File: src/rtl/tree_index_walker.sv
// Breadth-first binary-tree walker: emits (level k, offset l, heap index 2**k+l) beats.
// Latency: start sampled at edge N gives first beat in cycle N+1; one beat per cycle.
// Backpressure: valid/ready stream; the beat and its fields hold stable while ready_i is low.
//
// Ports:
//   clk_i, rst_i      clock, asynchronous active-high reset
//   start_i, flush_i  begin a walk (IDLE only) / synchronous abort back to IDLE
//   busy_o, done_o    walk in progress / one-cycle completion pulse
//   valid_o, ready_i  beat handshake
//   level_o, offset_o, index_o, level_last_o, last_o   beat payload (zero when not valid)
module tree_index_walker #(
    parameter int NumLevels = 3,
    parameter int LvlWidth  = (NumLevels > 1) ? $clog2(NumLevels) : 1,
    parameter int IdxWidth  = NumLevels
) (
    input  logic                clk_i,
    input  logic                rst_i,
    input  logic                start_i,
    input  logic                flush_i,
    output logic                busy_o,
    output logic                valid_o,
    input  logic                ready_i,
    output logic [LvlWidth-1:0] level_o,
    output logic [IdxWidth-1:0] offset_o,
    output logic [IdxWidth-1:0] index_o,
    output logic                level_last_o,
    output logic                last_o,
    output logic                done_o
);

    typedef enum logic [1:0] {
        IDLE = 2'd0,
        RUN  = 2'd1,
        DONE = 2'd2
    } state_e;

    localparam logic [LvlWidth-1:0] KLast = LvlWidth'(NumLevels - 1);

    state_e              state_q, state_d;
    logic [LvlWidth-1:0] k_q, k_d;
    logic [IdxWidth-1:0] l_q, l_d;

    // 2**k always fits IdxWidth because k never exceeds NumLevels-1.
    logic [IdxWidth-1:0] lvl_base;
    logic [IdxWidth-1:0] lvl_end;
    logic                is_lvl_last;
    logic                is_top_lvl;
    logic                run;

    assign lvl_base    = IdxWidth'(1) << k_q;
    assign lvl_end     = lvl_base - IdxWidth'(1);
    assign is_lvl_last = (l_q == lvl_end);
    assign is_top_lvl  = (k_q == KLast);
    assign run         = (state_q == RUN);

    always_ff @(posedge clk_i or posedge rst_i) begin
        if (rst_i) begin
            state_q <= IDLE;
            k_q     <= '0;
            l_q     <= '0;
        end else begin
            state_q <= state_d;
            k_q     <= k_d;
            l_q     <= l_d;
        end
    end

    always_comb begin
        state_d = state_q;
        k_d     = k_q;
        l_d     = l_q;
        case (state_q)
            IDLE: begin
                // Flush beats a simultaneous start.
                if (!flush_i && start_i) begin
                    state_d = RUN;
                    k_d     = '0;
                    l_d     = '0;
                end
            end
            RUN: begin
                // Flush overrides the advance; a beat handshaken this cycle is
                // still considered consumed by the downstream side.
                if (flush_i) begin
                    state_d = IDLE;
                    k_d     = '0;
                    l_d     = '0;
                end else if (ready_i) begin
                    if (!is_lvl_last) begin
                        l_d = l_q + IdxWidth'(1);
                    end else if (!is_top_lvl) begin
                        k_d = k_q + LvlWidth'(1);
                        l_d = '0;
                    end else begin
                        state_d = DONE;
                    end
                end
            end
            DONE: begin
                // Return to IDLE unconditionally; flush here only suppresses nothing
                // further since the pulse is this very cycle.
                state_d = IDLE;
                k_d     = '0;
                l_d     = '0;
            end
            default: begin
                state_d = IDLE;
                k_d     = '0;
                l_d     = '0;
            end
        endcase
    end

    assign busy_o       = (state_q != IDLE);
    assign valid_o      = run;
    assign done_o       = (state_q == DONE);
    assign level_o      = run ? k_q : '0;
    assign offset_o     = run ? l_q : '0;
    assign index_o      = run ? (lvl_base | l_q) : '0;
    assign level_last_o = run & is_lvl_last;
    assign last_o       = run & is_lvl_last & is_top_lvl;

endmodule
File: config.mk
export PLATFORM = sky130hd
export DESIGN_NAME = tree_index_walker
export DESIGN_NICKNAME = d
export VERILOG_FILES = /design/src/rtl/tree_index_walker.sv
export SDC_FILE = /design/constraint.sdc
export NUM_CORES = 1
export LEC_CHECK = 0
export ABC_AREA = 1
export CORE_UTILIZATION = 40
export DETAILED_ROUTE_END_ITERATION = 6
export PLACE_DENSITY = 0.68
export SKIP_CTS_REPAIR_TIMING = 1
export SLEW_MARGIN = 20
export SYNTH_ARGS = -nofsm -noshare
export SYNTH_HDL_FRONTEND = slang
export SYNTH_SLANG_ARGS = --single-unit
File: constraint.sdc
create_clock -name clk_i -period 3.9 [get_ports clk_i]
set_input_delay 0.585 -clock clk_i [delete_from_list [all_inputs] [get_ports clk_i]]
set_output_delay 0.585 -clock clk_i [all_outputs]
set_load 0.02 [all_outputs]
# Word level (Yosys, flattened, before mapping)
# Index checks and enable logic that the tools add are counted.
dict set report totals {
  regBits 7
  input_bits 5
  out_inout_bits 13
  wordCells 48
}
dict set report classes {
  n_addsub 3
  n_eq_ne 10
  shifts 1
  mux 21
  n_bitwise 3
  n_reduce_logical 7
}
# cell n
set ops {}
lappend ops {{$mux 2} 11}
lappend ops {{$mux 3} 7}
lappend ops {{$ne 3x3->1 const B} 4}
lappend ops {{$pmux 2 s2} 2}
lappend ops {{$reduce_and 4->1} 2}
lappend ops {{$pmux 3 s2} 1}
lappend ops {{$eq 2x2->1 const B} 2}
lappend ops {{$ne 4x4->1 const B} 1}
lappend ops {{$add 3x1->3 const B} 1}
lappend ops {{$eq 3x3->1} 1}
lappend ops {{$or 3x3->3} 1}
lappend ops {{$reduce_and 3->1} 1}
lappend ops {{$shl 1x2->3 const A} 1}
lappend ops {{$sub 3x1->3 const B} 1}
lappend ops {{$add 2x1->2 const B} 1}
lappend ops {{$and 1x1->1} 2}
lappend ops {{$eq 2x1->1 const B} 1}
lappend ops {{$logic_not 2->1} 1}
lappend ops {{$ne 2x2->1 const B} 1}
lappend ops {{$reduce_bool 2->1} 1}
lappend ops {{$logic_and 1x1->1} 1}
lappend ops {{$logic_not 1->1} 1}

# Depth between registers and ports, before layout
# Gate-level depths: netlist of run 1.
dict set report depth {
  depth_word 7
  ltp_mapped 10
  mapped_depth_nobuf 10
}

# Worst setup path after synthesis of run 1
# No wires, ideal clock.
dict set report synth_timing {
  path_kind {register to output}
  from {reg k_q[0]}
  to {out last_o}
  t_arrival_ns 1.703
  t_required_ns 3.315
  slack_ns 1.612
  stages_incl_launch_ff 8
  n_path_buf 0
  path_cell_list {dfrtp_1 inv_1 ha_1 inv_1 ha_1 a21boi_1 nand3_2 nor3_1}
}
dict set report synth_via {
  elab_chain_cells 5
  elab_cells_between_ends 6
  classes_between {add/sub (1); eq/ne (2); shift (1); bitwise (2)}
}
# element line
set synth_rtl {}
lappend synth_rtl {{start: declaration} 40} ;# logic [LvlWidth-1:0] k_q, k_d;
lappend synth_rtl {{start signal: assignment} 63} ;# k_q <= k_d;
lappend synth_rtl {{$shl 1x2->3} 50} ;# assign lvl_base = IdxWidth'(1) << k_q;
lappend synth_rtl {{$sub 3x1->3} 51} ;# assign lvl_end = lvl_base - IdxWidth'(1);
lappend synth_rtl {{$eq 3x3->1} 52} ;# assign is_lvl_last = (l_q == lvl_end);
lappend synth_rtl {{$and 1x1->1} 121} ;# assign last_o = run & is_lvl_last & is_top_lvl;
lappend synth_rtl {{$and 1x1->1 *} 121}
lappend synth_rtl {{end: declaration} 27} ;# output logic last_o,
# Mark *: on every way between the ends. The rest lies on a longest branch, timed or not.

# Final worst setup path of run 1
dict set report layout_timing {
  from {reg k_q[1]}
  to {out last_o}
}
# Same word-level chain as after synthesis.

==> impl_metrics.ini, run 1 <==
[global_routing]
grt_pass1_wl_mm = 2.22
track_usage_pct = 15.9
grt_start_max_net_pins = 13
grt_overflow = 0
grt_antenna_before_repair = 0
grt_pass1_vias = 553

[cts]
cts_buffers = 3
clk_latency_ps = 250
cts_buffer_depth = 2
h-tree-depth = 1
clock-sinks = 7
clkTransAtPathRegs_ps = 50
cts_tree = done
cts_root_buf = clkbuf_4

[synthesis]
syn_area_um2 = 666
yosysWarnings = 0
synthArstFlopShare_pct = 100
ys.flop_type = dfrtp_1
synthCells = 93
synthDistinctLibCells = 20
seq_area_frac_synth_pct = 26.3
synth_edf_count = 0
synth_top_area_share_pct = 26.3
synth_seq_cells = 7
synth_common_cells = nand2_1 (23), nor2_1 (16), inv_1 (10), dfrtp_1 (7), ha_1 (6)
synth_area_leader_cell = dfrtp_1
synth_most_common_cell = nand2_1
syn_avg_cell_area_um2 = 7.16
syn_nets = 104
netlist_top_cells_area = dfrtp_1 (26%), nand2_1 (13%), ha_1 (11%)

[finish]
num-fill-cells = 147
syn_to_final_growth_pct = 32.1
drive_gt1_share_pct = 19.5
diodes = 0
register_area_um2 = 175
final_nets = 125
multi_input_area_um2 = 430
postLayoutCoreUtil_pct = 57.7

[timing]
hold_violations = 0
setup_violations = 0
min_period_ps = 2970
skew_ps = 3.60
slew_viol_final = 0
rsz0062_at_grt = no
finalCritPeriodShare_pct = 76.0
clock.fmax_mhz = 337
tightest_slew_ps = 271
fin_tns_setup_ps = 0
holdWs_ps = 526
relSlewSlack_pct = 81.9

[route]
dr_total_vias = 605
drtIter0Drc = 9
drtAntennaViolNets = 0
wl_per_cell_um = 9.95
drt-total-wl_mm = 1.28
remaining_drc_errors = 0
vias_per_cell = 4.69
dr.pass1.iters = 4

[critical_path]
r2r_cells = 10
critPathCaptureType = output pin
critical_path_class = flip-flop to output pin
cp-start-kind = flip-flop
critPathMaxFanout = 6
cp.required_ps = 3310
critPathArrivalTime_ps = 2380

[placement]
gp_congestion = 0.820
portBuffers = 17
post-dp-hpwl_mm = 1.11

[power]
leakage_nw = 0.468
ir_worst_vdd_v = 0.000284
power_density_nw_per_um2 = 692
finalPower_mw = 0.609

[floorplan]
die_y_um = 42.8
die_x_um = 42.8
core_um2 = 1520
num_io_pins = 18
initial_core_util_pct = 43.7
num_rows = 14
die-area_um2 = 1830

[hold_path]
holdPathStages = 2
hold_class = flip-flop to flip-flop

[flow_run]
cap_violations = 0

[outcome]
status = complete, no violations
## report_power, final
part / switching (mW) / internal [mW]
Combinational: 0.264 / 0.167
Clock: 0.0261 / 0.0374
Sequential: 0.0236 / 0.0911
## stage by stage
stage	setup WS, ps	instances	area [um^2]
after global routing	766	129	880
after floorplan	1610	93	666
after CTS	924	129	880
final	935	129	880
after global placement	1270	125	852
after detailed placement	1200	125	852
## worst paths after layout
kind	start	to	slack [ps]
setup reg to reg	k_q[1]	k_q[0]	2100
hold / removal	l_q[0]	l_q[0]	530
max in group asynchronous	rst_i	l_q[1]	3120
min in group asynchronous	rst_i	l_q[2]	560
hold reg to reg	l_q[0]	l_q[0]	530
setup / recovery	k_q[1]	last_o	930
## kinds of logic after synthesis
family	after synthesis	synth area share, %
and+or+nand+nor	59	48.7
buffers and inverters	16	9.02
DFF	7	26.3
adders and majority gates	6	11.3
AOI/OAI and AO/OA	4	3.38
xor gates and xnor gates	1	1.32
## critical path: stages, from the launching register on
cell,delay (ps)
dfrtp_1,450
inv_2,110
ha_1,140
inv_1,40
ha_1,270
a21boi_1,190
nand3_2,150
nor3_1,160
clkdlybuf4s50_1,630
## state kept, by name (all words and copies together), names as in the netlist
register / count
state_q: 2
l_q: 3
k_q: 2
## metal layers
metal	global-route usage (%)	vias up	routed length (um)
met4	8.13	0	0
li1	-	326	-
met5	0	-	0
met3	2.55	0	35
met1	20.9	265	627
met2	25.2	14	620
## cells in the final DEF (no fill, tap or decap)
cell type	netlist	final
nor3_1	1	1
nand2_1	23	23
clkinv_2	0	1
clkbuf_4	0	3
nand4_1	2	2
o21ai_0	1	1
nor2_1	16	16
nand3_1	3	3
nand3_2	1	1
nand3b_1	1	1
xnor2_1	1	1
nor2_2	2	2
inv_1	10	10
a21oi_1	2	2
dfrtp_1	7	7
nor2_8	2	2
a21boi_1	1	1
nand2_4	5	5
ha_1	6	6
nand2_2	3	3
clkdlybuf4s50_1	0	17
inv_2	5	5
## final cells by class
class	count	area share [%]
inverters	15	6.40
clock buffers	3	2.56
repair buffers	17	19.3
flip-flops and latches	7	19.9
multi-input cells	70	48.9
clock inverters	1	0.569
well taps	16	2.28
Note: power is estimated with default switching activity, not from simulation.
==> inputs of run 2 (changes only) <==
PLACE_DENSITY = 0.71   (was 0.68)
clock period = 2.7 ns   (was 3.9 ns; I/O delays follow)
==> impl_metrics.ini, run 2 (synthesis gave the netlist of run 1 again) <==
[cts]
cts_tree = done
clk_latency_ps = 250
clkTransAtPathRegs_ps = 50
h-tree-depth = 1
cts_buffer_depth = 2
clock-sinks = 7
cts_root_buf = clkbuf_4
cts_buffers = 3

[route]
wl_per_cell_um = 10.3
drt-total-wl_mm = 1.32
drtIter0Drc = 11
vias_per_cell = 4.67
drtAntennaViolNets = 0
dr.pass1.iters = 4
remaining_drc_errors = 0
dr_total_vias = 602

[placement]
post-dp-hpwl_mm = 1.12
gp_congestion = 0.784
portBuffers = 17
dp.cells = 125
place_ws_ps = 212

[floorplan]
die_y_um = 42.8
die_x_um = 42.8
num_io_pins = 18
num_rows = 14
die-area_um2 = 1830
initial_core_util_pct = 43.7
core_um2 = 1520

[global_routing]
grt_pass1_wl_mm = 2.35
track_usage_pct = 17.0
grt_pass1_vias = 576
grt_overflow = 0
grt_antenna_before_repair = 0
grt_start_max_net_pins = 13

[finish]
final_cell_mix = nand2_1 (23), nor2_1 (16), clkdlybuf4s50_1 (15)
drive_gt1_share_pct = 18.6
multi_input_area_um2 = 430
fin_cells = 129
final_common_cell = nand2_1
top_register = l_q
reg.largest.list = l_q: 3 flops, k_q: 2 flops, state_q: 2 flops
diodes = 0
final_nets = 125
syn_to_final_growth_pct = 32.7
largest_reg_flops = 3
num-fill-cells = 149
register_area_um2 = 175

[timing]
slew_viol_final = 0
finalCritPeriodShare_pct = 87.5
skew_ps = 4.03
setup_ws_ps = 337
holdWs_ps = 384
min_period_ps = 2360
hold_violations = 0
tightest_slew_ps = 276
relSlewSlack_pct = 81.6
rsz0062_at_grt = no
clock.fmax_mhz = 423
setup_violations = 0

[critical_path]
cp_num_cells = 8
cp_slowest_cell = dfrtp_1
critPathTopFamily = adder cells
cp-start-kind = flip-flop
critical_path_class = flip-flop to output pin
slowest_delay_ps = 420
critPathCaptureType = output pin
r2r_cells = 10
critPathArrivalTime_ps = 1960
critPathMaxFanout = 5
cp.required_ps = 2300
crit_buf_inv = 3
crit_chain = inv_1 > ha_1 > inv_1 > ha_1 > a21boi_1 > nand3_2 > nor3_1 > dlymetal6s2s_1

[power]
ir_worst_vdd_v = 0.000586
leakage_nw = 0.497
finalPower_mw = 0.873
power_density_nw_per_um2 = 988

[flow_run]
cap_violations = 0

[outcome]
status = complete, no violations

[hold_path]
hold_class = primary input to asynchronous set/reset pin
==> run 2: metal layers <==
| metal | global-route usage [%] | wire length [um] | part of all wire [%] | up-vias |
|---|---|---|---|---|
| li1 | - | - | - | 326 |
| met1 | 21.5 | 635 | 48 | 256 |
| met4 | 9.38 | 12 | 0.91 | 0 |
| met3 | 1.28 | 65 | 4.9 | 2 |
| met2 | 28.2 | 611 | 46 | 18 |
| met5 | 0 | 0 | 0 | - |
==> run 2: worst register-to-register path, cell delays in order, from the launching register on <==
cell      delay, ps
dfrtp_1         420
inv_1           120
ha_1            150
inv_1            40
ha_1            280
a21boi_1        180
nand3_2         140
nand2_2         160
nand2_2          70
nand2_1          60
nand2_1          50
==> run 2: layout make-up <==
cell class	instances	area share, %
clock buffers	4	2.97
inverters	15	6.37
multi-input cells	70	48.7
flip-flops and latches	7	19.8
well taps	16	2.27
repair buffers	17	19.8
==> run 2: worst paths after layout <==
path                              endpoint  slack, ps  startpoint
worst max register to register      k_q[1]        930      k_q[0]
worst min register to register      l_q[0]        530      l_q[0]
worst min-delay path            state_q[1]        380       rst_i
worst max-delay path                last_o        340      k_q[0]
min in group clk_i                  l_q[0]        530      l_q[0]
max in group asynchronous           l_q[2]       2100       rst_i
==> run 2: power breakdown <==
part | total (mW) | leakage (nW) | switching, mW | internal [mW]
combinational | 0.612 | 0.387 | 0.375 | 0.237
clock | 0.0944 | 0.0150 | 0.0381 | 0.0564
sequential | 0.166 | 0.0948 | 0.0345 | 0.132
total | 0.873 | 0.497 | 0.447 | 0.425
==> run 2: through the flow <==
| stage | cell area, um^2 | util (%) | TNS (ps) |
|---|---|---|---|
| 2_1_floorplan | 666 | - | 0 |
| 3_3_place_gp | 852 | 55.9 | 0 |
| 3_5_place_dp | 852 | 55.9 | 0 |
| 4_1_cts | 878 | 57.6 | -84.5 |
| 5_1_grt | 883 | 58.0 | 0 |
| 6_report | 883 | 58.0 | 0 |
